===== config.mk =====
export PLATFORM = sky130hd
export DESIGN_NAME = fpu_arbiter
export DESIGN_NICKNAME = d
export VERILOG_FILES = /design/src/rtl/fpu_arbiter.sv
export SDC_FILE = /design/constraint.sdc
export NUM_CORES = 1
export LEC_CHECK = 0
export CORE_AREA = 2 2 135 104
export CTS_CLUSTER_SIZE = 30
export DETAILED_ROUTE_END_ITERATION = 8
export DIE_AREA = 0 0 137 106
export GPL_TIMING_DRIVEN = 0
export PLACE_DENSITY = 0.88
export SYNTH_ARGS = -nofsm -noshare
export SYNTH_HDL_FRONTEND = slang
export SYNTH_SLANG_ARGS = --single-unit
export TNS_END_PERCENT = 10

===== constraint.sdc =====
create_clock -name clock100KHz -period 5.8 [get_ports clock100KHz]
set_input_delay 1.74 -clock clock100KHz [delete_from_list [all_inputs] [get_ports clock100KHz]]
set_output_delay 1.74 -clock clock100KHz [all_outputs]
set_load 0.01 [all_outputs]

===== src/rtl/fpu_arbiter.sv =====
// Two-client arbiter/sequencer for the shared multi-cycle FPU adder.
// Define FPU_ARB_RR_EN for round-robin tie-breaking; otherwise client 0 wins ties.
module fpu_arbiter #(
    parameter int WAIT_CYCLES = 72
) (
    input  logic        clock100KHz,
    input  logic        reset,
    input  logic        req0,
    input  logic        req1,
    input  logic [31:0] op_a0,
    input  logic [31:0] op_b0,
    input  logic [31:0] op_a1,
    input  logic [31:0] op_b1,
    output logic        ack0,
    output logic        ack1,
    output logic        done0,
    output logic        done1,
    output logic [31:0] result,
    output logic [3:0]  status,
    output logic        busy,
    output logic [31:0] fpu_op_a,
    output logic [31:0] fpu_op_b,
    output logic        fpu_reset_n,
    input  logic [31:0] fpu_data,
    input  logic [3:0]  fpu_status
);

    localparam int CNT_W = $clog2(WAIT_CYCLES);

    typedef enum logic [1:0] {
        IDLE    = 2'd0,
        LAUNCH  = 2'd1,
        WAIT    = 2'd2,
        CAPTURE = 2'd3
    } state_t;

    state_t             state;
    state_t             state_nxt;
    logic [CNT_W-1:0]   cnt;
    logic               owner;
    logic               grant;
    logic               grant_sel;

    assign grant = req0 | req1;

`ifdef FPU_ARB_RR_EN
    logic ptr;

    // On a tie the pointer names the preferred client.
    always_comb begin
        grant_sel = !req0;
        if (req0 && req1)
            grant_sel = ptr;
    end

    always_ff @(posedge clock100KHz or posedge reset) begin
        if (reset)
            ptr <= 1'b0;
        else if (state == CAPTURE)
            ptr <= ~owner;
    end
`else
    always_comb begin
        grant_sel = !req0;
    end
`endif

    always_ff @(posedge clock100KHz or posedge reset) begin
        if (reset)
            state <= IDLE;
        else
            state <= state_nxt;
    end

    // NOTE: every signal written in always_comb gets a default first, so no latch is inferred.
    always_comb begin
        state_nxt = state;
        case (state)
            IDLE:    if (grant) state_nxt = LAUNCH;
            LAUNCH:  state_nxt = WAIT;
            WAIT:    if (cnt == '0) state_nxt = CAPTURE;
            CAPTURE: state_nxt = IDLE;
            default: state_nxt = IDLE;
        endcase
    end

    // NOTE: sequential state uses non-blocking assignments so every register samples pre-edge values.
    always_ff @(posedge clock100KHz or posedge reset) begin
        if (reset) begin
            ack0        <= 1'b0;
            ack1        <= 1'b0;
            done0       <= 1'b0;
            done1       <= 1'b0;
            result      <= '0;
            status      <= '0;
            busy        <= 1'b0;
            fpu_op_a    <= '0;
            fpu_op_b    <= '0;
            fpu_reset_n <= 1'b0;
            cnt         <= '0;
            owner       <= 1'b0;
        end else begin
            ack0  <= 1'b0;
            ack1  <= 1'b0;
            done0 <= 1'b0;
            done1 <= 1'b0;
            case (state)
                IDLE: begin
                    if (grant) begin
                        owner    <= grant_sel;
                        ack0     <= !grant_sel;
                        ack1     <= grant_sel;
                        busy     <= 1'b1;
                        fpu_op_a <= grant_sel ? op_a1 : op_a0;
                        fpu_op_b <= grant_sel ? op_b1 : op_b0;
                    end
                end
                LAUNCH: begin
                    fpu_reset_n <= 1'b1;
                    cnt         <= CNT_W'(WAIT_CYCLES - 1);
                end
                WAIT: begin
                    // The FPU free-runs; only a later pass is trusted, so the full budget elapses.
                    if (cnt != '0)
                        cnt <= cnt - CNT_W'(1);
                end
                CAPTURE: begin
                    result      <= fpu_data;
                    status      <= fpu_status;
                    done0       <= !owner;
                    done1       <= owner;
                    busy        <= 1'b0;
                    fpu_reset_n <= 1'b0;
                end
                default: ;
            endcase
        end
    end

endmodule


## Word-level counts from Yosys, hierarchy flattened

Cells that the tools add are included.

| storage, ports and cells | value |
|---|---|
| output and inout port bits | 106 |
| flip-flop bits (word level) | 116 |
| word-level logic and storage cells | 49 |
| input port bits | 168 |

| cells by class | value |
|---|---|
| reductions and logical operators | 12 |
| add/subtract/negate cells | 1 |
| equal/unequal tests | 6 |
| muxes and demuxes | 16 |
| bitwise logic cells | 1 |

Operator list:

| kind | number |
|---|---|
| $mux W32 | 2 |
| $pmux W7 S2 | 1 |
| $pmux W2 S4 | 1 |
| $reduce_and A2 Y1 | 4 |
| $logic_not A7 Y1 | 1 |
| $mux W1 | 7 |
| $mux W7 | 1 |
| $reduce_bool A7 Y1 | 1 |
| $sub A7 B1 Y7 const B | 1 |
| $ne A2 B2 Y1 const B | 3 |
| $reduce_bool A2 Y1 | 3 |
| $eq A2 B2 Y1 const B | 2 |
| $mux W2 | 2 |
| $pmux W1 S2 | 2 |
| $eq A2 B1 Y1 const B | 1 |
| $logic_not A1 Y1 | 2 |
| $logic_not A2 Y1 | 1 |
| $or A1 B1 Y1 | 1 |

## Depth between registers and ports, before layout

Gate-level depths: netlist of run 1.

| logic depth | value |
|---|---|
| depth after elaboration | 3 |
| depth in mapped cells | 8 |
| gate-level depth less buffers | 5 |

## Worst setup path after synthesis of run 1

No wires, ideal clock.

| path | value |
|---|---|
| kind | input -> register |
| start point | input port req0 |
| end point | register fpu_op_b[10] |
| required time | 5.667 ns |
| data arrival time | 2.691 ns |
| stages | 5 |
| slack | 2.976 ns |
| cell sequence | clkbuf_1 -> buf_2 -> buf_2 -> mux2i_1 -> o21ai_0 |

| between the ends | value |
|---|---|
| cells in the longest elaborated chain, start to end | 2 |
| elaborated cells on any way between the ends | 3 |
| classes of those cells | mux (1); bitwise (1); reduce/logical (1) |

Ends and longest elaborated chain:

| item | RTL line | text |
|---|---|---|
| start: declaration | 8 | `input logic req0,` |
| $or A1 B1 Y1 | 44 | `assign grant = req0 \| req1;` |
| $reduce_and A2 Y1 (no source line) | -- |  |
| end signal: assignment | 115 | `fpu_op_b <= grant_sel ? op_b1 : op_b0;` |
| end: declaration | 22 | `output logic [31:0] fpu_op_b,` |

Parallel ways exist; a longest one is shown, timed or not.
A chain may end at the register's enable or synchronous reset.

## Worst setup path in the final report of run 1

| path | value |
|---|---|
| start point | input port req1 |
| end point | register fpu_op_a[27] |

| between the ends | value |
|---|---|
| cells in the longest elaborated chain, start to end | 2 |

Ends and longest elaborated chain:

| item | RTL line | text |
|---|---|---|
| start: declaration | 9 | `input logic req1,` |
| $or A1 B1 Y1 | 44 |  |
| $reduce_and A2 Y1 (no source line) | -- |  |
| end signal: assignment | 114 | `fpu_op_a <= grant_sel ? op_a1 : op_a0;` |
| end: declaration | 21 | `output logic [31:0] fpu_op_a,` |

Every way passes these cells.

==> results.json, run 1 <==
{
  "mostFrequentLayoutCell": "clkdlybuf4s50_1",
  "ant_nets": 0,
  "post_cts_resized": 0,
  "p_int_mw": 2.95,
  "clock_sinks": 116,
  "antenna_cells": 0,
  "powerDensity_nw_per_um2": 510,
  "ys_warn_count": 0,
  "grt_remaining_overflow": 0,
  "max-slew-margin-rel_pct": 49.8,
  "syn_area_per_cell_sq_um": 11.6,
  "startpoint_type": "input port",
  "routabilityCongestion": 0.801,
  "num_io_pins": 274,
  "path_class": "in -> reg",
  "synth_seq_cells": 116,
  "combPwrFrac_pct": 43.4,
  "maxCapViolations": 0,
  "fin_setup_tns_ps": 0,
  "hold_viol_final": 0,
  "dieWidth_microns": 137,
  "portBuffers": 272,
  "final_max_slew_viol_count": 0,
  "cp_slowest_cell": "clkdlybuf4s50_1",
  "p_seq_share_pct": 32.5,
  "grt_max_degree": 62,
  "critPathMostFrequentCell": "o21ai_0",
  "fin_crit_sh_pct": 55.8,
  "finalNonFillerCells": 916,
  "outcome": "completed",
  "dp_cells": 884,
  "grt_use_total_pct": 21.4,
  "grt_first_pass_wirelength_mm": 23.7,
  "ir_drop_v": 0.000318,
  "clock_latency_ps": 410,
  "crit_required_ps": 6110,
  "wl_mm": 15.4,
  "place_ws_ps": 2140,
  "post_cts_buffers": 0,
  "drc": 0,
  "swShare_pct": 33.0,
  "syn_area_sq_um": 5060,
  "root_buffer": "clkbuf_16",
  "period_minus_slack_ps": 3230,
  "final_nets": 902,
  "worstMarginPinSlew_ps": 753,
  "fillers": 932,
  "fmax_mhz": 309,
  "crit_path_max_fanout": 10,
  "start_util_pct": 37.9,
  "syn_nets": 610,
  "cp_cell_sequence": "clkdlybuf4s50_1, o21ai_0, buf_2, clkbuf_1, nand2_1, o21ai_0",
  "dpl_cell_area_sq_um": 8030,
  "critPathCaptureType": "flip-flop",
  "seq_area_frac_synth_pct": 57.4,
  "hold_path_class": "reg -> reg",
  "p_sw_mw": 1.45,
  "setup_viol": 0,
  "skew_ps": 4.53,
  "dieHeight_microns": 106,
  "area_growth_pct": 70.7,
  "worst_slack_ps": 2570,
  "drtIter0Drc": 215,
  "yosys.cell_types.count": 34,
  "grt_pass1_vias": 4764,
  "crit_arrival_ps": 3550,
  "routedWlPerCell_microns": 16.8,
  "viasPerCell": 4.92,
  "holdBufCountCts": 0,
  "cts-buffers-inserted": 17,
  "cpPeakStageDelay_ps": 520,
  "htreeDepth": 4,
  "path_buf_inv": 3,
  "first_pass_iters": 4,
  "pwr-share-clk_pct": 24.1,
  "crit_family": "buffers and inverters",
  "p_leak_nw": 3.75,
  "cts_buffer_depth": 2,
  "die_area_sq_um": 14500,
  "mostFrequentLayoutCells": "clkdlybuf4s50_1, dfrtp_1, o21ai_0, nand2_1, mux2i_1",
  "core_area_sq_um": 13300,
  "cts_tree": "yes",
  "rows": 37,
  "vias": 4505,
  "drive_gt1_share_pct": 11.2,
  "synth_cells": 436,
  "grt_antenna_before_repair": 0,
  "clk_pin_slew_ps": 60,
  "dp_hpwl_mm": 11.5,
  "holdWs_ps": 446,
  "fin_area_sq_um": 8630,
  "rsz0062_at_grt": "false"
}
-- power by group through the flow --
stage / registers (mW) / clock network [mW] / logic (mW)
after floorplan: 1.58 / 0 / 0.671
after global placement: 1.41 / 0 / 1.85
after detailed placement: 1.44 / 0 / 1.91
after CTS: 1.43 / 1.07 / 1.93
after global routing: 1.48 / 1.12 / 2.07
final: 1.43 / 1.06 / 1.91
-- layout make-up --
type                            count  area, sq um  area share [%]
Sequential cell                   116         2900            33.6
Timing Repair Buffer              273         2750            31.9
Multi-Input combinational cell    283         1990            23.1
Clock buffer                       20          447            5.18
Tap cell                          175          219            2.54
Clock inverter                     12          154            1.78
Buffer                             29          130            1.51
Inverter                            8         32.5           0.377
-- worst register-to-register path: stages, from the launching register on --
cell and delay (ps):
dfrtp_1 410, inv_1 90, ha_1 290, o21ai_0 130, buf_2 280, clkbuf_1 480
nand2_1 150, o21ai_0 130
-- registers in the layout (all words and copies together), names as in the netlist --
| name | count |
|---|---|
| ack1 | 1 |
| fpu_op_a | 32 |
| cnt | 7 |
| fpu_op_b | 32 |
| state | 2 |
| fpu_reset_n | 1 |
| busy | 1 |
| status | 4 |
| done0 | 1 |
| done1 | 1 |
| result | 32 |
| ack0 | 1 |
| owner | 1 |
-- final timing paths --
check                               from            to  slack (ps)  cells after the start
worst min-delay path               owner         done0         450                      1
worst max register to register  state[0]  fpu_op_a[27]        3750                      7
worst min register to register     owner         done0         450                      1
max in group asynchronous          reset  fpu_op_a[10]        3250                      3
min in group asynchronous          reset    result[11]        1820                      2
worst max-delay path                req1  fpu_op_a[27]        2570                      6
-- cell usage after synthesis --
cell type	n	area (sq um)
dfrtp_1	116	2900
nand2_1	68	255
o21ai_0	68	340
mux2i_1	64	641
mux2_2	37	417
clkbuf_1	14	52.6
buf_2	11	55.1
inv_1	8	30.0
nor2_1	8	30.0
ha_1	6	75.1
a21oi_1	3	15.0
buf_1	3	11.3
nor3_1	3	15.0
and2_1	2	12.5
nand2b_1	2	12.5
nor2b_1	2	12.5
o211ai_1	2	15.0
o311ai_0	2	17.5
o31ai_1	2	15.0
a221oi_1	1	8.76
a22oi_1	1	7.51
a2bb2oi_1	1	8.76
a311oi_1	1	8.76
and4_1	1	8.76
buf_6	1	11.3
nor4_1	1	6.26
o22a_1	1	8.76
o32ai_1	1	8.76
o41a_1	1	11.3
o41ai_1	1	8.76
or3_1	1	6.26
or3b_2	1	8.76
or4_1	1	7.51
or4_4	1	11.3
-- logic make-up after synthesis --
group | synth area share (%)
DFF | 57.4
muxes | 20.9
and+or+nand+nor | 7.65
AOI/OAI and AO/OA | 9.38
buffers and inverters | 3.17
adders and majority gates | 1.48
-- stage by stage --
stage	util [%]	power (mW)
global route	64.7	4.67
floorplan	-	2.26
detailed placement	60.2	3.35
CTS	64.7	4.44
finish	64.7	4.40
global placement	60.0	3.26
-- layer usage --
| metal | wire length (microns) | track usage [%] | vias up |
|---|---|---|---|
| met5 | 0 | 0 | - |
| met4 | 351 | 7.51 | 0 |
| met3 | 1330 | 7.82 | 25 |
| met2 | 7900 | 38.5 | 206 |
| met1 | 5790 | 23.0 | 2161 |
| li1 | - | - | 2113 |
(Power assumes the default switching activity.)
==> inputs of run 2 (changes only) <==
==> constraint.sdc (replaced) <==
create_clock -name clock100KHz -period 3.1 [get_ports clock100KHz]
set_input_delay 0.93 -clock clock100KHz [delete_from_list [all_inputs] [get_ports clock100KHz]]
set_output_delay 0.93 -clock clock100KHz [all_outputs]
set_load 0.01 [all_outputs]
==> results.json, run 2 (same netlist as run 1, synthesis figures left out) <==
{
  "wl_mm": 15.8,
  "drc": 0,
  "startpoint_type": "input port",
  "path_class": "in -> reg",
  "setup_viol": 0,
  "area_growth_pct": 71.2,
  "fmax_mhz": 419,
  "min_path_cells": 1,
  "r2r_cells": 7,
  "crit_start": "req1",
  "dp_hpwl_mm": 11.9,
  "final_nets": 903,
  "dp_cells": 885,
  "skew_ps": 6.18,
  "start_util_pct": 37.9,
  "grt_use_total_pct": 21.8,
  "clock_sinks": 116,
  "portBuffers": 272,
  "grt_first_pass_wirelength_mm": 24.1,
  "dr_wl_met2_mm": 8.10,
  "mostFrequentLayoutCell": "clkdlybuf4s50_1",
  "die_area_sq_um": 14500,
  "grt_remaining_overflow": 0,
  "dieWidth_microns": 137,
  "ant_nets": 0,
  "vias": 4519,
  "cts_tree": "yes",
  "cts-buffers-inserted": 17,
  "crit_path_max_fanout": 10,
  "cts_buffer_depth": 2,
  "crit_arrival_ps": 2710,
  "rrSetupSlack_ps": 1090,
  "clk_pin_slew_ps": 60,
  "fin_area_sq_um": 8660,
  "num_io_pins": 274,
  "max-slew-margin-rel_pct": 47.7,
  "powerDensity_nw_per_um2": 957,
  "grt_antenna_before_repair": 0,
  "hold_path_class": "reg -> reg",
  "endpoint": "fpu_op_a[24]",
  "drtIter0Drc": 206,
  "rsz0062_at_grt": "false",
  "reg2reg_to": "fpu_op_a[24]",
  "hold_viol_final": 0,
  "post_cts_buffers": 0,
  "reg_top3": "fpu_op_a (32), fpu_op_b (32), result (32)",
  "routed.top_layer": "met4",
  "drive_gt1_share_pct": 11.6,
  "post_cts_resized": 0,
  "holdBufCountCts": 0,
  "final_max_slew_viol_count": 0,
  "rows": 37,
  "wl_met1_mm": 6.00,
  "outcome": "completed",
  "ir_drop_v": 0.000512,
  "clock_latency_ps": 400,
  "worstMarginPinSlew_ps": 782,
  "crit_required_ps": 3420,
  "mostFrequentLayoutCells": "clkdlybuf4s50_1, dfrtp_1, o21ai_0, nand2_1, mux2i_1",
  "fin_crit_sh_pct": 77.0,
  "first_pass_iters": 5,
  "core_area_sq_um": 13300,
  "finalNonFillerCells": 917,
  "period_minus_slack_ps": 2390,
  "r2r_start": "state[0]",
  "critPathCaptureType": "flip-flop",
  "viasPerCell": 4.93,
  "routedWlPerCell_microns": 17.2,
  "p_leak_nw": 3.77,
  "htreeDepth": 4,
  "grt_pass1_vias": 4796,
  "root_buffer": "clkbuf_16",
  "maxCapViolations": 0,
  "dpl_cell_area_sq_um": 8040,
  "routabilityCongestion": 0.834,
  "dieHeight_microns": 106,
  "met3WireLength_mm": 1.38,
  "antenna_cells": 0,
  "grt_max_degree": 42
}
[run 2: worst min path at each step]
stage,from,endpoint
5_1_grt,owner,done0
6_report,owner,done0
3_3_place_gp,owner,done0
4_1_cts,owner,done0
3_5_place_dp,owner,done0
2_1_floorplan,owner,done0
[run 2: power breakdown]
| part | switching [mW] | total [mW] | internal, mW | leakage (nW) |
|---|---|---|---|---|
| clock | 0.725 | 2.02 | 1.29 | 0.301 |
| sequential | 0.423 | 2.68 | 2.26 | 1.41 |
| combinational | 1.60 | 3.58 | 1.98 | 2.06 |
[run 2: cell type report]
class                           instances  area [sq um]
Fill cell                             934          4670
Clock buffer                           18           439
Timing Repair Buffer                  274          2760
Sequential cell                       116          2900
Buffer                                 29           130
Tap cell                              175           219
Inverter                                8          33.8
Multi-Input combinational cell        283          1990
Clock inverter                         14           178
[run 2: routing by layer]
metal | up-vias | global-route usage (%)
met5 | - | 0
met2 | 212 | 38.7
met3 | 25 | 7.30
met1 | 2175 | 24.2
li1 | 2107 | -
met4 | 0 | 8.03
[run 2: critical path, stage by stage]
cell	delay, ps
clkdlybuf4s50_1	500
o21ai_0	250
buf_2	300
clkbuf_1	500
nand2_1	130
o21ai_0	90
[run 2: per-stage QoR]
| step | hold WS (ps) | setup slack (ps) | TNS, ps | power [mW] | util [%] |
|---|---|---|---|---|---|
| finish | 462 | 714 | 0 | 8.28 | 64.9 |
| global route | 471 | 495 | 0 | 8.81 | 64.9 |
| CTS | 464 | 604 | 0 | 8.37 | 64.9 |
| detailed placement | 444 | 230 | 0 | 6.29 | 60.3 |
| global placement | 432 | -290 | -32730 | 6.12 | 60.0 |
| floorplan | 418 | 757 | 0 | 4.22 | - |
==> inputs of run 3 (changes only) <==
--- a/config.mk
+++ b/config.mk
@@ -5,12 +5,12 @@
 export SDC_FILE = /design/constraint.sdc
 export NUM_CORES = 1
 export LEC_CHECK = 0
-export CORE_AREA = 2 2 135 104
+export CORE_AREA = 2 2 142 110
 export CTS_CLUSTER_SIZE = 30
 export DETAILED_ROUTE_END_ITERATION = 8
-export DIE_AREA = 0 0 137 106
+export DIE_AREA = 0 0 144 112
 export GPL_TIMING_DRIVEN = 0
-export PLACE_DENSITY = 0.88
+export PLACE_DENSITY = 0.84
 export SYNTH_ARGS = -nofsm -noshare
 export SYNTH_HDL_FRONTEND = slang
 export SYNTH_SLANG_ARGS = --single-unit
==> constraint.sdc (replaced) <==
create_clock -name clock100KHz -period 2.05 [get_ports clock100KHz]
set_input_delay 0.615 -clock clock100KHz [delete_from_list [all_inputs] [get_ports clock100KHz]]
set_output_delay 0.615 -clock clock100KHz [all_outputs]
set_load 0.01 [all_outputs]
==> results.json, run 3 (same netlist as run 1, synthesis figures left out) <==
{
  "dieWidth_microns": 144,
  "p_total_mw": 12.5,
  "dp_hpwl_mm": 12.2,
  "routedWlPerCell_microns": 16.7,
  "root_buffer": "clkbuf_16",
  "cts-buffers-inserted": 17,
  "vias": 4424,
  "multi_input_area_sq_um": 2000,
  "cts_tree": "yes",
  "path_class": "reg -> out",
  "wl_met1_mm": 6.14,
  "htreeDepth": 4,
  "crit_path_max_fanout": 2,
  "startpoint_type": "flip-flop",
  "mostFrequentLayoutCell": "clkdlybuf4s50_1",
  "critPathCaptureType": "output port",
  "drive_gt1_share_pct": 11.9,
  "grt_remaining_overflow": 0,
  "skew_ps": 7.44,
  "rows": 39,
  "dieHeight_microns": 112,
  "cp_cell_sequence": "clkdlybuf4s50_1",
  "num_io_pins": 274,
  "fin_crit_sh_pct": 96.8,
  "viasPerCell": 4.68,
  "met3WireLength_mm": 1.45,
  "drc": 0,
  "max-slew-margin-rel_pct": 41.8,
  "area_growth_pct": 72.1,
  "dr_wl_met2_mm": 7.88,
  "rsz0062_at_grt": "false",
  "crit_arrival_ps": 1370,
  "clock_sinks": 116,
  "hold_viol_final": 0,
  "period_minus_slack_ps": 1980,
  "setup_viol": 0,
  "wl_mm": 15.8,
  "cts_buffer_depth": 2,
  "core_area_sq_um": 14800,
  "ir_drop_v": 0.000695,
  "powerDensity_nw_per_um2": 1440,
  "mostFrequentLayoutCells": "clkdlybuf4s50_1, dfrtp_1, nand2_1",
  "worstMarginPinSlew_ps": 871,
  "first_pass_iters": 4,
  "place_ws_ps": -518,
  "grt_antenna_before_repair": 0,
  "clk_pin_slew_ps": 60,
  "grt_pass1_vias": 4704,
  "fillers": 1256,
  "hold_path_class": "reg -> reg",
  "drtIter0Drc": 159,
  "ff_latch_area_sq_um": 2900,
  "worst_slack_ps": 66.4,
  "maxCapViolations": 0,
  "p_leak_nw": 3.76,
  "clock_latency_ps": 400,
  "portBuffers": 272,
  "grt_max_degree": 42,
  "final_max_slew_viol_count": 0,
  "cpPeakStageDelay_ps": 600,
  "final_nets": 903,
  "reg_top3": "fpu_op_a (32), fpu_op_b (32), result (32)",
  "outcome": "completed",
  "ant_nets": 0,
  "routabilityCongestion": 0.828,
  "path_buf_inv": 1,
  "cp_slowest_cell": "clkdlybuf4s50_1",
  "crit_family": "buffers and inverters",
  "grt_use_total_pct": 19.8,
  "grt_first_pass_wirelength_mm": 24.2,
  "fmax_mhz": 504,
  "routed.top_layer": "met4",
  "die_area_sq_um": 16100,
  "start_util_pct": 34.2,
  "crit_required_ps": 1430,
  "antenna_cells": 0
}
-- run 3: cell count changes in the layout (fill, tap and decap cells not counted), sizes merged --
cell / delta
buf: -2
clkinvlp: +3
clkinv: -6
inv: +2
clkbuf: +2
-- run 3: final cells by class --
type	instances	area share, %
Buffer	29	1.58
Multi-Input combinational cell	283	22.9
Clock buffer	18	5.05
Inverter	8	0.388
Clock inverter	13	1.98
Tap cell	205	2.95
Sequential cell	116	33.4
Timing Repair Buffer	274	31.7
-- run 3: per-layer routing --
| metal | global-route usage (%) | vias to the layer above |
|---|---|---|
| li1 | - | 2114 |
| met1 | 22.0 | 2077 |
| met2 | 34.7 | 210 |
| met3 | 7.23 | 23 |
| met4 | 7.25 | 0 |
| met5 | 0 | - |
-- run 3: worst paths after layout --
path	start	to	slack (ps)	depth (start not counted)
setup reg to reg	state[0]	fpu_op_b[2]	180	8
hold / removal	owner	done0	440	1
setup / recovery	fpu_op_b[30]	fpu_op_b[30]	70	1
hold reg to reg	owner	done0	440	1
max in group asynchronous	reset	fpu_op_a[18]	370	4
min in group asynchronous	reset	fpu_op_b[5]	730	2
-- run 3: stage by stage --
| step | instance area [sq um] | TNS [ps] | hold slack, ps | utilization (%) | std cells |
|---|---|---|---|---|---|
| 3_3_place_gp | 8040 | -156480 | 436 | 54.4 | 913 |
| 4_1_cts | 8690 | 0 | 445 | 58.8 | 946 |
| 6_report | 8700 | 0 | 443 | 58.9 | 946 |
| 5_1_grt | 8700 | 0 | 468 | 58.9 | 946 |
| 3_5_place_dp | 8080 | -32270 | 438 | 54.6 | 915 |
| 2_1_floorplan | 5060 | 0 | 418 | - | 436 |
-- run 3: report_power, final --
group / total [mW] / switching (mW) / internal, mW
sequential: 4.02 / 0.604 / 3.41
combinational: 5.43 / 2.42 / 3.00
clock: 3.07 / 1.11 / 1.96
total: 12.5 / 4.14 / 8.38
-- run 3: what timing repair did --
item	4_1_cts	5_1_grt
gates resized for setup	2	5
setup buffers	0	0
setup endpoints to repair	42	51
hold buffers	0	0
